**src/rtl/scope_cmd_parser.sv**
```systemverilog
// Framed host command parser: assembles HDR/OP/ARG/CHK frames from UART bytes,
// validates them and updates per-channel acquisition and trigger registers.
module scope_cmd_parser #(
  parameter int          NUM_CH      = 2,
  parameter int          LEVEL_W     = 8,
  parameter logic [7:0]  LEVEL_MAX   = 8'hAB,
  parameter logic [7:0]  LEVEL_DEF   = 8'h55,
  parameter logic [7:0]  HDR_BYTE    = 8'hA5,
  parameter int          TIMEOUT_CYC = 50000,
  localparam int         SRC_W       = (NUM_CH > 1) ? $clog2(NUM_CH) : 1,
  localparam int         TMR_W       = $clog2(TIMEOUT_CYC + 1)
) (
  input  logic                      clk,
  input  logic                      rst,
  input  logic [7:0]                rx_data,
  input  logic                      rx_valid,
  output logic [1:0]                gather_set,
  output logic                      single_arm,
  output logic [SRC_W-1:0]          trig_src,
  output logic [NUM_CH-1:0]         trig_edge,
  output logic [NUM_CH*LEVEL_W-1:0] trig_level,
  output logic [NUM_CH-1:0]         ch_enable,
  output logic                      cmd_ack,
  output logic                      cmd_err,
  output logic [1:0]                err_code,
  output logic [2:0]                dbg_state
);

  // Handshake: rx_valid is a one-cycle strobe with no back-pressure; a byte is
  // consumed on the posedge where rx_valid=1, except in EXEC where it is dropped.

  typedef enum logic [2:0] {
    S_IDLE    = 3'd0,
    S_GET_OP  = 3'd1,
    S_GET_ARG = 3'd2,
    S_GET_CHK = 3'd3,
    S_EXEC    = 3'd4
  } state_t;

  localparam logic [4:0]       NUM_CH_L = 5'(NUM_CH);
  localparam logic [TMR_W-1:0] TMR_LAST = TMR_W'(TIMEOUT_CYC - 1);

  state_t           r_state;
  logic [TMR_W-1:0] r_timer;
  logic [7:0]       r_op;
  logic [7:0]       r_arg;

  logic [3:0]       w_ch;
  logic [3:0]       w_fn;
  logic             w_ch_ok;
  logic             w_chk_ok;
  logic             w_bad;

  assign dbg_state = r_state;

  always_comb begin
    w_ch     = r_op[7:4];
    w_fn     = r_op[3:0];
    w_ch_ok  = ({1'b0, w_ch} < NUM_CH_L);
    w_chk_ok = (rx_data == (r_op ^ r_arg));
    w_bad    = 1'b1;
    case (w_fn)
      4'd0:       w_bad = 1'b0;
      4'd1:       w_bad = !w_ch_ok || (r_arg > 8'd2);
      4'd2:       w_bad = !w_ch_ok || (r_arg[7:1] != 7'd0);
      4'd3:       w_bad = !w_ch_ok || (r_arg > LEVEL_MAX);
      4'd4, 4'd5: w_bad = !w_ch_ok;
      default:    w_bad = 1'b1;
    endcase
  end

  always_ff @(posedge clk) begin
    if (rst) begin
      r_state    <= S_IDLE;
      r_timer    <= '0;
      r_op       <= '0;
      r_arg      <= '0;
      gather_set <= 2'b00;
      single_arm <= 1'b0;
      trig_src   <= '0;
      trig_edge  <= '0;
      trig_level <= {NUM_CH{LEVEL_DEF[LEVEL_W-1:0]}};
      ch_enable  <= '1;
      cmd_ack    <= 1'b0;
      cmd_err    <= 1'b0;
      err_code   <= 2'b00;
    end else begin
      cmd_ack    <= 1'b0;
      cmd_err    <= 1'b0;
      single_arm <= 1'b0;
      case (r_state)
        S_IDLE: begin
          r_timer <= '0;
          if (rx_valid && (rx_data == HDR_BYTE)) r_state <= S_GET_OP;
        end
        S_GET_OP, S_GET_ARG, S_GET_CHK: begin
          // An arriving byte beats a simultaneous timeout.
          if (rx_valid) begin
            r_timer <= '0;
            if (r_state == S_GET_OP) begin
              r_op    <= rx_data;
              r_state <= S_GET_ARG;
            end else if (r_state == S_GET_ARG) begin
              r_arg   <= rx_data;
              r_state <= S_GET_CHK;
            end else begin
              r_state <= S_EXEC;
              if (!w_chk_ok) begin
                cmd_err  <= 1'b1;
                err_code <= 2'b01;
              end else if (w_bad) begin
                cmd_err  <= 1'b1;
                err_code <= 2'b10;
              end else begin
                cmd_ack <= 1'b1;
                case (w_fn)
                  4'd0: begin
                    gather_set <= 2'b00;
                    trig_src   <= '0;
                    trig_edge  <= '0;
                    trig_level <= {NUM_CH{LEVEL_DEF[LEVEL_W-1:0]}};
                    ch_enable  <= '1;
                    err_code   <= 2'b00;
                  end
                  4'd1: begin
                    gather_set <= r_arg[1:0];
                    single_arm <= (r_arg[1:0] == 2'b10);
                  end
                  4'd2: begin
                    for (int n = 0; n < NUM_CH; n++)
                      if (w_ch == 4'(n)) trig_edge[n] <= r_arg[0];
                  end
                  4'd3: begin
                    for (int n = 0; n < NUM_CH; n++)
                      if (w_ch == 4'(n)) trig_level[n*LEVEL_W +: LEVEL_W] <= r_arg[LEVEL_W-1:0];
                  end
                  4'd4: trig_src <= SRC_W'(w_ch);
                  4'd5: begin
                    for (int n = 0; n < NUM_CH; n++)
                      if (w_ch == 4'(n)) ch_enable[n] <= r_arg[0];
                  end
                  default: ;
                endcase
              end
            end
          end else if (r_timer == TMR_LAST) begin
            cmd_err  <= 1'b1;
            err_code <= 2'b11;
            r_state  <= S_IDLE;
            r_timer  <= '0;
          end else begin
            r_timer <= r_timer + 1'b1;
          end
        end
        S_EXEC:  r_state <= S_IDLE;
        default: r_state <= S_IDLE;
      endcase
    end
  end

endmodule

```
**config.mk**
```make
export PLATFORM = sky130hd
export DESIGN_NAME = scope_cmd_parser
export DESIGN_NICKNAME = d
export VERILOG_FILES = /design/src/rtl/scope_cmd_parser.sv
export SDC_FILE = /design/constraint.sdc
export NUM_CORES = 1
export LEC_CHECK = 0
export BUFFER_PORTS_ARGS = -buffer_cell sky130_fd_sc_hd__buf_2
export CORE_ASPECT_RATIO = 0.75
export CORE_UTILIZATION = 56
export CTS_BUF_LIST = sky130_fd_sc_hd__clkbuf_16
export CTS_CLUSTER_SIZE = 20
export DETAILED_ROUTE_END_ITERATION = 12
export PLACE_DENSITY = 0.83
export SKIP_CTS_REPAIR_TIMING = 1
export SLEW_MARGIN = 30
export SYNTH_ARGS = -nofsm -noshare
export SYNTH_HDL_FRONTEND = slang
export SYNTH_SLANG_ARGS = --single-unit
```
**constraint.sdc**
```tcl
create_clock -name clk -period 3.3 [get_ports clk]
set_clock_uncertainty 0.15 [all_clocks]
set_input_delay 0.66 -clock clk [delete_from_list [all_inputs] [get_ports clk]]
set_output_delay 0.66 -clock clk [all_outputs]
set_load 0.005 [all_outputs]
```
==> After elaboration in Yosys (flattened, before gate mapping) <==
Cells that the tools add are included.
{ "totals": {"regBits": 63, "in_bits": 11, "output_inout_bits": 31, "wordCells": 118} }
{ "classes": {"add_sub_neg": 1, "order_cmp": 3, "n_eq_ne": 24, "mux": 33, "bitwise": 8, "n_reduce_logical": 33} }
{ "op_table": {"columns": ["op", "count"], "rows": [
  ["one-hot mux 16 bit (2 select lines)", 2],
  ["AND reduction 8 bit", 6],
  ["2-to-1 mux 16 bit", 2],
  ["!= test 2 bit (second input constant)", 9],
  ["adder 16 x 1 -> 16 bit (second input constant)", 1],
  ["== test 16 bit (second input constant)", 1],
  ["2-to-1 mux 8 bit", 2],
  ["2-to-1 mux 3 bit", 5],
  ["2-to-1 mux 2 bit", 7],
  ["AND reduction 7 bit", 2],
  ["nonzero test 2 bit", 7],
  ["one-hot mux 2 bit (2 select lines)", 3],
  ["2-to-1 mux 1 bit", 9],
  ["== test 4 x 1 -> 1 bit (second input constant)", 2],
  ["== test 4 x 2 -> 1 bit (second input constant)", 2],
  ["== test 4 x 3 -> 1 bit (second input constant)", 2],
  ["== test 8 bit", 1],
  ["== test 8 bit (second input constant)", 1],
  ["greater-than comparator 8 x 2 -> 1 bit (second input constant)", 1],
  ["greater-than comparator 8 bit (second input constant)", 1],
  ["zero test 4 bit", 2],
  ["OR reduction 8 bit", 1],
  ["bitwise XOR 8 bit", 1],
  ["inverter 1 bit", 7],
  ["21 further kinds", 25]
]} }

==> Depth between registers and ports, before layout <==
{ "depth": {"word_depth": 9, "mapped_depth": 8, "mapped_depth_nobuf": 7} }

==> Worst setup path before layout <==
OpenSTA, ideal clock, no wires.
{ "synth_path": {"kind": "input port to flip-flop", "start": "input port rx_data[1]", "end": "register trig_level[2]", "setup_time_ns": 0.117, "arrival_time_ns": 2.288, "t_required_ns": 3.033, "slack_ns": 0.745, "path_stages": 6, "n_path_buf": 0, "cell_sequence": "xnor3_1 nand4_2 a311oi_4 nand3_2 or4_4 o22a_1"} }
{ "synth_via": {"elab_chain_len": 2} }
{ "synth_lines": {"columns": ["item", "line_no", "source"], "rows": [
  ["start: declaration", "15", "input logic [7:0] rx_data,"],
  ["== test 8 bit", "60", "w_chk_ok = (rx_data == (r_op ^ r_arg));"],
  ["AND reduction 8 bit (no source line)", null, null],
  ["end signal: assignment", "82", "trig_level <= {NUM_CH{LEVEL_DEF[LEVEL_W-1:0]}};"],
  ["end signal: assignment", "121", "trig_level <= {NUM_CH{LEVEL_DEF[LEVEL_W-1:0]}};"],
  ["end signal: indexed assignment", "135", "if (w_ch == 4'(n)) trig_level[n*LEVEL_W +: LEVEL_W] <= r_arg[LEVEL_W-1:0];"],
  ["end: declaration", "21", "output logic [NUM_CH*LEVEL_W-1:0] trig_level,"]
]} }
No other way between the ends.
A chain may end at the register's enable or synchronous reset.

==> Worst setup path after layout <==
{ "layout_path": {"start": "register r_arg[0]", "end": "register ch_enable[0]"} }
{ "layout_via": {"elab_chain_len": 5, "word_cells_on_any_way": 11, "classes_between": "order compare: 2; eq/ne: 1; mux: 3; bitwise: 2; reduce/logical: 3"} }
{ "layout_lines": {"columns": ["item", "line_no", "source"], "rows": [
  ["start: declaration", "46", "logic [7:0] r_arg;"],
  ["start signal: assignment", "104", "r_arg <= rx_data;"],
  ["greater-than comparator 8 bit / greater-than comparator 8 x 2 -> 1 bit (equally long branches)", "66, 64", null],
  ["logical OR 1 bit, on equally long branches", "66, 64", null],
  ["one-hot mux 1 bit (5 select lines)", "62", "case (w_fn)"],
  ["inverter 1 bit (no source line)", null, null],
  ["AND reduction 8 bit (no source line)", null, null],
  ["end signal: indexed assignment", "140", "if (w_ch == 4'(n)) ch_enable[n] <= r_arg[0];"],
  ["end: declaration", "22", "output logic [NUM_CH-1:0] ch_enable,"]
]} }
Parallel ways exist; a longest one is shown, timed or not. The select of a mux whose other input is x is not followed.

==> flow_metrics.tcl <==
set metrics [dict create \
    areaGrowthSynthToFinish_pct 16.0 \
    grt_pass1_wl_um 13100 \
    status "complete, no violations" \
    rr_startpoint "r_arg[0]" \
    rsz0062_at_grt "no" \
    finalCritPeriodShare 0.813 \
    cts_tree "yes" \
    netlist_top_cells_area "dfxtp_1, xnor3_1, a21oi_1" \
    die_x_um 88.4 \
    rr_endpoint "ch_enable[0]" \
    ys_ff_latch 63 \
    crit_required_ns 3.39 \
    reg2reg_slack_ns 0.62 \
    place_inst 451 \
    grt_max_degree 38 \
    core-area_um2 5350 \
    drtIter0Drc 399 \
    fillers 450 \
    h-tree-depth 3 \
    finalNonFillerCells 464 \
    final_nets 399 \
    ir_drop_v 0.000369 \
    grt_pass1_vias 2602 \
    tightest_slew_ns 0.602 \
    syn-num-nets 362 \
    initial_core_util 0.585 \
    hold_path_class "flop to flop" \
    synth-main-ff-cell "dfxtp_1" \
    setup_viol 0 \
    wl_um 8040 \
    max_cap_violations 0 \
    reg2reg_depth 7 \
    max_clock_freq_mhz 373 \
    slew_violations 0 \
    place_congestion 0.868 \
    antenna_cells 0 \
    async_reset_ff_frac 0 \
    start_kind "flop" \
    min_from "trig_level[5]" \
    yosysTopAreaCellShare 0.403 \
    grt_usage 0.297 \
    fp.dieH_um 66.8 \
    firstDrtPassIters 5 \
    crit_arrival_ns 2.78 \
    cp-end-kind "flop" \
    fin_tns_setup_ns 0 \
    drc_errors 0 \
    cts_buffer_depth 2 \
    power.density_nw_per_um2 504 \
    clk_pin_slew_ns 0.05 \
    hold_viol 0 \
    critPathKind "flop to flop" \
    p_leak_nw 1.39 \
    synthCells 350 \
    worstHoldEndpoint "trig_level[5]" \
    overflow 0 \
    maxSlewHeadroom 0.596 \
    place_hpwl_um 5520 \
    wl_per_cell_um 17.3 \
    synth_top_area_cell "dfxtp_1" \
    ys_types 53 \
    fp.dieArea_um2 5900 \
    post-route-min-period_ns 2.68 \
    io_pins 42 \
    synth-seq-area-share 0.403 \
    antenna_left 0 \
    cts_root_buffer "clkbuf_16" \
    min_path_cells 1 \
    io_buffers 41 \
    cts_sinks 63 \
    syn_area_um2 3130 \
    route.vias.total 2912 \
    antenna_found_initial 0 \
    synth_edf_count 0 \
    cts_buffers 9 \
    yosys_warnings 0 \
    vias_per_cell 6.28 \
    syn_area_per_cell_um2 8.95 \
    final_layout_size_suffix_gt1_frac 0.177 \
    clock_latency_ns 0.33 \
    path_max_fanout 9 \
    rows 23 \
]
-- worst max-delay path by stage --
stage	endpoint	start	depth (start not counted)
2_1_floorplan	trig_level[2]	rx_data[1]	6
3_3_place_gp	ch_enable[0]	rx_data[1]	8
3_5_place_dp	ch_enable[0]	rx_data[1]	8
4_1_cts	ch_enable[0]	r_arg[0]	7
5_1_grt	ch_enable[0]	r_arg[0]	7
6_report	ch_enable[0]	r_arg[0]	7
-- final cells by class --
class / instances / area [um2] / share of cell area
tap: 75 / 93.8 / 0.0258
timing repair buffer: 44 / 240 / 0.0661
inverter: 4 / 15.0 / 0.00413
clock buffer: 9 / 225 / 0.0620
clock inverter: 4 / 16.3 / 0.00448
sequential: 63 / 1260 / 0.347
multi-input combinational: 265 / 1780 / 0.490
-- synthesized netlist by cell type (all sizes together), types with 5 or more instances --
cell,number
nor2,37
nor4,5
a31oi,5
xnor3,8
nor3,6
nand3b,8
a311oi,5
and3,7
nand2,38
a21oi,29
o21ai,20
o22a,6
dfxtp,63
clkbuf,17
mux2i,9
a22o,8
nand3,10
-- per-layer routing --
layer	vias up	part of all wire	routed length [um]	track usage
met2	157	0.45	3600	0.432
met3	12	0.085	685	0.108
met4	0	0.0093	75	0.0645
li1	1371	-	-	-
met1	1372	0.46	3680	0.420
met5	-	0	0	0
-- cells in the final DEF (no fill, tap or decap), types with 7 or more instances in the layout --
cell type,n
buf_2,41
a21oi_1,29
nand2_1,38
nor2_1,37
and3_1,7
nand3b_1,8
xnor3_1,8
nand3_1,8
mux2i_1,9
o21ai_0,20
dfxtp_1,63
a22o_1,8
clkbuf_16,9
-- critical path, stage by stage, from the launching register on --
cell and delay, ns:
dfxtp_1 0.60, xnor3_1 0.35, nand4_2 0.16, a311oi_4 0.34
buf_4 0.21, nand3_2 0.07, or4_1 0.51, a22oi_1 0.20
-- kinds of logic (layout without fill, tap and decap cells) --
| family | count (synthesis) | count (layout) | synth area share |
|---|---|---|---|
| flip-flops | 63 | 63 | 0.403 |
| AO/OA/AOI/OAI | 98 | 98 | 0.212 |
| adder cells (fa/ha/maj) | 1 | 1 | 0.00399 |
| multiplexers | 9 | 9 | 0.0288 |
| XOR/XNOR | 9 | 9 | 0.0603 |
| buffers and inverters | 22 | 61 | 0.0288 |
| AND/OR/NAND/NOR | 148 | 148 | 0.264 |
-- stage by stage --
step | hold slack, ns | util | setup slack, ns | power (mW) | instance area [um2]
detailed placement | 0.316 | 0.633 | 0.484 | 1.05 | 3390
global placement | 0.312 | 0.630 | 0.558 | 1.04 | 3370
CTS | 0.326 | 0.679 | 0.673 | 1.83 | 3630
global route | 0.341 | 0.679 | 0.458 | 1.90 | 3630
floorplan | 0.303 | - | 0.745 | 0.989 | 3130
finish | 0.323 | 0.679 | 0.616 | 1.83 | 3630
-- report_power, final --
part	total, mW	internal (mW)	switching (mW)	leakage (nW)
Clock	0.787	0.483	0.303	0.120
Combinational	0.229	0.0898	0.140	0.767
Sequential	0.816	0.780	0.0359	0.508
Total	1.83	1.35	0.479	1.39
-- flip-flops by register name, summed over array words and instances (netlist names) --
name        count
r_timer        16
trig_level     16
r_arg           8
r_op            8
dbg_state       3
ch_enable       2
err_code        2
gather_set      2
trig_edge       2
cmd_ack         1
cmd_err         1
single_arm      1
trig_src        1
Power figures use the tool's default switching activity.
